**src/rtl/sha256_h123_chain.sv**
```systemverilog
// SHA-256 chaining/digest words H1..H3 for the three-chunk double hash.
// Supplies per-block initial H values and folds in the round core's a/b/c at block boundaries.
module sha256_h123_chain #(
  parameter logic [31:0] IV1 = 32'h6a09e667,
  parameter logic [31:0] IV2 = 32'hbb67ae85,
  parameter logic [31:0] IV3 = 32'h3c6ef372
) (
  input  logic        clk,
  input  logic        rst_n,
  input  logic [1:0]  block,
  input  logic [31:0] a_in,
  input  logic [31:0] b_in,
  input  logic [31:0] c_in,
  output logic [31:0] h1,
  output logic [31:0] h2,
  output logic [31:0] h3,
  output logic [31:0] h1_init,
  output logic [31:0] h2_init,
  output logic [31:0] h3_init,
  output logic        final_valid
);

  typedef enum logic [1:0] {
    BLK_HDR1  = 2'd0,
    BLK_HDR2  = 2'd1,
    BLK_HASH2 = 2'd2,
    BLK_IDLE  = 2'd3
  } block_t;

  localparam logic [31:0] IV [3] = '{IV1, IV2, IV3};

  block_t      block_q;
  block_t      block_n;
  logic [31:0] x     [3];
  logic [31:0] chain [3];
  logic [31:0] dig   [3];

  assign block_n = block_t'(block);
  assign x[0] = a_in;
  assign x[1] = b_in;
  assign x[2] = c_in;

  always_ff @(posedge clk or negedge rst_n) begin
    if (!rst_n) begin
      block_q     <= BLK_HDR1;
      final_valid <= 1'b0;
      for (int unsigned i = 0; i < 3; i++) begin
        chain[i] <= IV[i];
        dig[i]   <= '0;
      end
    end else begin
      block_q <= block_n;
      if (block_q == BLK_HDR1 && block_n == BLK_HDR2) begin
        final_valid <= 1'b0;
        for (int unsigned i = 0; i < 3; i++) chain[i] <= IV[i] + x[i];
      end else if (block_q == BLK_HDR2 && block_n == BLK_HASH2) begin
        for (int unsigned i = 0; i < 3; i++) dig[i] <= chain[i] + x[i];
      end else if (block_q == BLK_HASH2 &&
                   (block_n == BLK_IDLE || block_n == BLK_HDR1)) begin
        final_valid <= 1'b1;
        for (int unsigned i = 0; i < 3; i++) dig[i] <= IV[i] + x[i];
      end
    end
  end

  // Second header chunk continues from the first chunk's chain; every other block restarts at IV.
  always_comb begin
    h1_init = IV[0];
    h2_init = IV[1];
    h3_init = IV[2];
    if (block_n == BLK_HDR2) begin
      h1_init = chain[0];
      h2_init = chain[1];
      h3_init = chain[2];
    end
  end

  assign h1 = dig[0];
  assign h2 = dig[1];
  assign h3 = dig[2];

endmodule

```
**config.mk**
```make
export PLATFORM = sky130hd
export DESIGN_NAME = sha256_h123_chain
export DESIGN_NICKNAME = d
export VERILOG_FILES = /design/src/rtl/sha256_h123_chain.sv
export SDC_FILE = /design/constraint.sdc
export NUM_CORES = 1
export LEC_CHECK = 0
export ABC_AREA = 1
export BUFFER_PORTS_ARGS = -buffer_cell sky130_fd_sc_hd__buf_4
export CAP_MARGIN = 10
export CORE_MARGIN = 5
export CORE_UTILIZATION = 41
export CTS_BUF_LIST = sky130_fd_sc_hd__clkbuf_8 sky130_fd_sc_hd__clkbuf_16
export DETAILED_ROUTE_END_ITERATION = 8
export HOLD_SLACK_MARGIN = 0.08
export PLACE_DENSITY = 0.58
export SLEW_MARGIN = 20
export SYNTH_ARGS = -nofsm -noshare
export SYNTH_HDL_FRONTEND = slang
export SYNTH_SLANG_ARGS = --single-unit
export TNS_END_PERCENT = 30
```
**constraint.sdc**
```tcl
create_clock -name clk -period 4.6 [get_ports clk]
set_input_delay 0 -clock clk [delete_from_list [all_inputs] [get_ports clk]]
set_output_delay 0 -clock clk [all_outputs]
set_load 0.1 [all_outputs]
```
==> reports/results.txt, run 1 <==
upper clock frequency limit - 286 MHz
Final Hold Fails - 0
Antenna Nets Post-Route - 0
Critical R2R Capture - chain[57]
FILL cells - 4884
GRT Util Overall - 0.308
Clock Tree Buf Depth - 2
CP arrival - 3.94 ns
Syn. warnings - 0
Yosys top cell by area - nand2_1
fin cells - 4358
Core Rows - 79
Yosys reg bits - 195
Gate Count Post-Synth - 3347
Cell Pwr Density - 416 nW/µm²
Reg2Reg Setup Slack - 1.48 ns
sequential-to-total area share from yosys stat - 0.257
Post-DP HPWL - 60.6 mm
Main synth FF type - dfrtp_1
die area - 51300 µm²
Die X - 227 µm
post-route minimum period - 3.49 ns
mean post-synth cell area - 5.74 µm²
worst relative slew slack - 0.238
total gr overflow - 0
fraction of registers with async set/reset - 1.00
Synth cell types - 39
H-tree Lvls - 4
crit-path max FO - 79
clk slew on worst S/H paths - 0.08 ns
top-area cell type share of the netlist area - 0.257
final setup TNS - 0 ns
drt first-iter violations - 1771
nets - 3939
Crit path depth - 10
# diodes - 0
TritonCTS buffer count - 17
post-placement cell count - 4186
CTS tree - done
WP data required - 5.05 ns
CP Capture Type - register
Buf+Inv Stages, Crit Path - 6
number of flops mapped to enable cells by yosys - 0
MaxCap Viol Count - 0
post-cts hold buffer count - 140
worst path cell trace - dlygate4sd3_1, buf_4, inv_1, ha_2, inv_2, nor3_4, buf_4, nor2_1, a31oi_1, dlygate4sd3_1
Core ar. - 46500 µm²
critical path class - in2reg
CP max-delay cell - buf_4
Total Wirelength - 79.7 mm
drt wl/cell - 18.3 µm
kind of cell adding the most delay to the critical path - buffers and inverters
placed instance area - 22000 µm²
GPL Wtd Cong - 0.975
Mapped Nets - 3548
fraction of layout cells with a size suffix above 1 - 0.119
clock skew - 0.0155 ns
leakage - 13.7 nW
starting density of the core - 0.414
CTS resizes - 0
Core Util, Final - 0.517
Synth area leaders - nand2_1 (26%), dfrtp_1 (18%), inv_1 (11%)
Max IR drop VDD - 0.000417 V
I/O Buffers - 292
fin crit share - 0.759
Worst path max stage delay - 0.97 ns
clk root buf - clkbuf_16
TritonCTS Sinks - 195
critical path launch point type - primary input
vias - 22400
residual DRC count - 0
Area Growth Syn to Fin - 25.0%
cell area after synthesis - 19200 µm²
reg-to-reg critical path startpoint - block_q[1]
final setup fails - 0
final count of pins violating max slew - 0
post-route cell area - 24000 µm²
drt pass-1 iters - 6
Reg area - 4950 µm²
multi-input logic area - 11900 µm²
number of setup buffers added after CTS - 0
RSZ-0062 raised after global routing - false
Top Ports - 293
initial antenna violation count - 0
vias per cell - 5.15
vias in the first global route - 22000
clk_lat worst skew - 0.51 ns
first-pass GRT wire length - 123 mm
reg2reg path depth - 5
HP Class - in2async
Die Span Y - 227 µm
status - finished, final reports clean
Least-Margin Pin Slew - 1.14 ns
largest net degree at the start of global routing - 111
Critical Path Source - block[1]
Worst setup endpoint - chain[57]
## sequential cells by signal, summed over array words and instances (netlist names)
name         count
chain           96
block_q          2
h1              32
final_valid      1
h3              32
h2              32
## Yosys cell counts, types with 17 or more instances
master	count
ha_1	98
a31oi_1	19
nor2_1	297
nor3_1	28
a21oi_1	139
dfrtp_1	141
xor2_1	39
dfstp_2	54
nand2_1	1314
o21ai_0	113
nand3_1	293
nand4_1	17
clkbuf_1	55
xnor2_1	23
inv_1	560
nand3b_1	22
or2_2	48
## layout make-up
type / instances / area share
clock buffers: 18 / 0.0183
clock inverters: 14 / 0.00635
inverters: 565 / 0.0885
multi-input cells: 2515 / 0.494
flip-flops and latches: 195 / 0.206
well taps: 607 / 0.0316
repair buffers: 444 / 0.155
## where the power goes
group | internal (mW) | switching, mW | leakage [nW]
combinational | 1.52 | 4.31 | 11.1
clock | 0.822 | 0.799 | 0.291
sequential | 2.18 | 0.370 | 2.23
total | 4.52 | 5.48 | 13.7
## cell families after synthesis
group,Yosys count,share of synthesized area
AOI/OAI and AO/OA,316,0.0879
and+or+nand+nor,2036,0.434
DFF,195,0.257
xor gates and xnor gates,62,0.0283
buffers and inverters,637,0.125
adders and majority gates,101,0.0669
## cells in the final DEF (no fill, tap or decap), types with 3 or more instances in the layout
master and n:
nor4_1 4, or2_2 48, nand3_1 293, nand2_1 1314, dfrtp_1 141, o22ai_1 13
nor2_1 297, buf_4 300, fa_1 3, inv_1 561, xor2_1 39, a21o_1 3
buf_12 3, o211ai_1 8, o21ai_0 113, clkinv_2 4, nor3_1 28, a21oi_1 139
o21bai_1 9, and2_1 5, o21ai_1 6, a31oi_1 19, nand3b_1 22, ha_1 97
clkbuf_16 17, inv_6 4, dfstp_2 54, dlygate4sd3_1 140, nand4_1 17, xnor2_1 23
## how the worst min path moves through the flow
stage | startpoint | end | slack, ns | cells past startpoint
global route | rst_n | chain[2] | 0.16 | 2
CTS | rst_n | h3[3] | 0.11 | 2
finish | rst_n | chain[2] | 0.08 | 2
floorplan | rst_n | block_q[0] | -0.30 | 0
global placement | rst_n | h3[3] | 0.11 | 1
detailed placement | rst_n | h3[3] | 0.12 | 1
## stage by stage
step | hold slack, ns | power [mW] | setup slack (ns)
final | 0.0807 | 10.0 | 1.11
after global routing | 0.157 | 10.6 | 0.990
after CTS | 0.106 | 10.0 | 1.20
after detailed placement | 0.116 | 8.24 | 1.29
after global placement | 0.113 | 8.21 | 1.41
after floorplan | -0.296 | 6.70 | 2.69
## worst register-to-register path, cell delays in order, from the launching register on
cell	delay [ns]
dfrtp_1	0.45
nor3_4	0.72
buf_4	0.98
nor2_1	0.17
a31oi_1	0.17
dlygate4sd3_1	0.58
## layer usage
metal | track usage | share of wire | vias up
li1 | - | - | 11100
met1 | 0.414 | 0.45 | 10400
met2 | 0.505 | 0.46 | 756
met3 | 0.0487 | 0.062 | 103
met4 | 0.106 | 0.027 | 0
met5 | 0 | 0 | -
(Power assumes the default switching activity.)
==> run 2: changes to the inputs <==
--- a/config.mk
+++ b/config.mk
@@ -13,7 +13,7 @@
 export CTS_BUF_LIST = sky130_fd_sc_hd__clkbuf_8 sky130_fd_sc_hd__clkbuf_16
 export DETAILED_ROUTE_END_ITERATION = 8
 export HOLD_SLACK_MARGIN = 0.08
-export PLACE_DENSITY = 0.58
+export PLACE_DENSITY = 0.6
 export SLEW_MARGIN = 20
 export SYNTH_ARGS = -nofsm -noshare
 export SYNTH_HDL_FRONTEND = slang
==> constraint.sdc (replaced) <==
create_clock -name clk -period 3.13 [get_ports clk]
set_input_delay 0 -clock clk [delete_from_list [all_inputs] [get_ports clk]]
set_output_delay 0 -clock clk [all_outputs]
set_load 0.1 [all_outputs]
==> run 2 against run 1 <==
Against the previous run:
- critical path depth rose by 5
- register-to-register slack got worse by 1.1 ns
- sequential power rose by 47%
- combinational power rose by 48%
- power rose by 47%
- cell area rose by 0.73%
- clock power rose by 44%
- critical endpoint is now chain[56]
- first-iteration DRC count rose by 19%
==> reports/results.txt, run 2 (synthesis gave the netlist of run 1 again) <==
Total Wirelength - 81.9 mm
Biggest register - chain
RSZ-0062 raised after global routing - false
post-cts hold buffer count - 151
clk_lat worst skew - 0.51 ns
die area - 51300 µm²
Max IR drop VDD - 0.000580 V
switching share of power - 0.554
nets - 3958
number of setup buffers added after CTS - 0
most frequent cells in the layout - nand2_1 (1314), inv_1 (560), buf_4 (306), nor2_1 (297), nand3_1 (293)
critical path class - in2reg
leakage - 13.7 nW
most common cell after layout, fill and taps aside - nand2_1
final setup TNS - 0 ns
max reg flops - 96
critical path launch point type - primary input
HP Class - in2reg
Cell Pwr Density - 607 nW/µm²
multi-input logic area - 11900 µm²
Worst setup endpoint - chain[56]
reg2reg path depth - 6
Critical Path Source - b_in[1]
dpl ws - 0.722 ns
Die X - 227 µm
Critical R2R Capture - chain[62]
reg-to-reg critical path startpoint - block_q[1]
largest net degree at the start of global routing - 82
drt wl/cell - 18.7 µm
vias in the first global route - 22000
fin cells - 4377
crit-path max FO - 5
TritonCTS buffer count - 17
Reg area - 4950 µm²
Top Ports - 293
FILL cells - 4912
Flop pwr share - 0.254
vias - 22800
MaxCap Viol Count - 0
WP data required - 3.58 ns
final count of pins violating max slew - 0
Final Hold Fails - 0
first-pass GRT wire length - 125 mm
post-route minimum period - 2.81 ns
Least-Margin Pin Slew - 0.906 ns
fraction of layout cells with a size suffix above 1 - 0.121
upper clock frequency limit - 356 MHz
Antenna Nets Post-Route - 0
fin crit share - 0.898
final setup fails - 0
clock skew - 0.0154 ns
clock share of power - 0.159
Core Rows - 79
CTS tree - done
status - finished, final reports clean
residual DRC count - 0
# diodes - 0
post-placement cell count - 4194
initial antenna violation count - 1
CP Capture Type - register
hold path startpoint - block[1]
Area Growth Syn to Fin - 26.0%
CP arrival - 3.27 ns
Post-DP HPWL - 62.4 mm
switching power total - 8.14 mW
Die Span Y - 227 µm
Core ar. - 46500 µm²
H-tree Lvls - 4
GRT Util Overall - 0.314
I/O Buffers - 292
GPL Wtd Cong - 0.975
Clock Tree Buf Depth - 2
Reg2Reg Setup Slack - 0.34 ns
post-route setup slack - 0.318 ns
total gr overflow - 0
TritonCTS Sinks - 195
drt first-iter violations - 2103
starting density of the core - 0.414
Logic pwr share - 0.587
vias per cell - 5.21
CTS resizes - 0
clk slew on worst S/H paths - 0.08 ns
drt pass-1 iters - 6
clk root buf - clkbuf_16
worst relative slew slack - 0.396
Internal Power - 6.56 mW
-- run 2: cell types whose count changed in the layout (fill, tap and decap cells not counted), sizes merged --
cell,delta
buf,+9
bufinv,-1
clkbuf,-2
clkinv,+2
dlygate4sd3,+11
-- run 2: routing by layer --
layer / vias to the layer above / global-route usage / share of wire
li1: 11200 / - / -
met1: 10600 / 0.411 / 0.43
met2: 865 / 0.529 / 0.47
met3: 139 / 0.0555 / 0.071
met4: 2 / 0.103 / 0.030
met5: - / 0 / 0.000085
-- run 2: cell type report --
class,count,area share
Sequential cell,195,0.204
Clock buffer,17,0.0176
Inverter,565,0.0878
Tap cell,607,0.0314
Multi-Input combinational cell,2515,0.491
Clock inverter,15,0.00605
Timing Repair Buffer,463,0.162
-- run 2: worst max-delay path: stages --
cell	delay (ns)
dlygate4sd3_1	0.55
buf_4	0.15
ha_1	0.22
nor2_1	0.07
nor2_1	0.28
nand2_1	0.10
nand2_1	0.16
nand2_1	0.08
nand2_1	0.18
nand2_1	0.10
nand3_1	0.10
dlygate4sd3_1	0.56
nand3_1	0.07
dlygate4sd3_1	0.59
nand2_1	0.06
-- run 2: power by group through the flow --
stage,registers [mW],logic (mW),clock network [mW]
finish,3.74,8.62,2.34
global route,3.80,9.30,2.45
CTS,3.73,8.59,2.39
detailed placement,3.77,8.39,0
global placement,3.76,8.36,0
floorplan,5.80,4.04,0
-- run 2: worst min-delay path by stage --
stage | depth (start not counted) | slack, ns | end
after floorplan | 0 | -0.30 | block_q[0]
after global placement | 1 | 0.04 | chain[7]
after detailed placement | 1 | 0.05 | h3[6]
after CTS | 2 | 0.16 | block_q[1]
after global routing | 2 | 0.20 | block_q[1]
final | 2 | 0.20 | block_q[1]
-- run 2: through the flow --
stage                     hold slack [ns]  power (mW)  instance area (µm²)   util
after floorplan                    -0.296        9.85                19200      -
final                               0.200        14.7                24200  0.521
after detailed placement           0.0452        12.2                22100  0.476
after global routing                0.200        15.6                24200  0.521
after global placement             0.0419        12.1                22100  0.476
after CTS                           0.156        14.7                24200  0.521
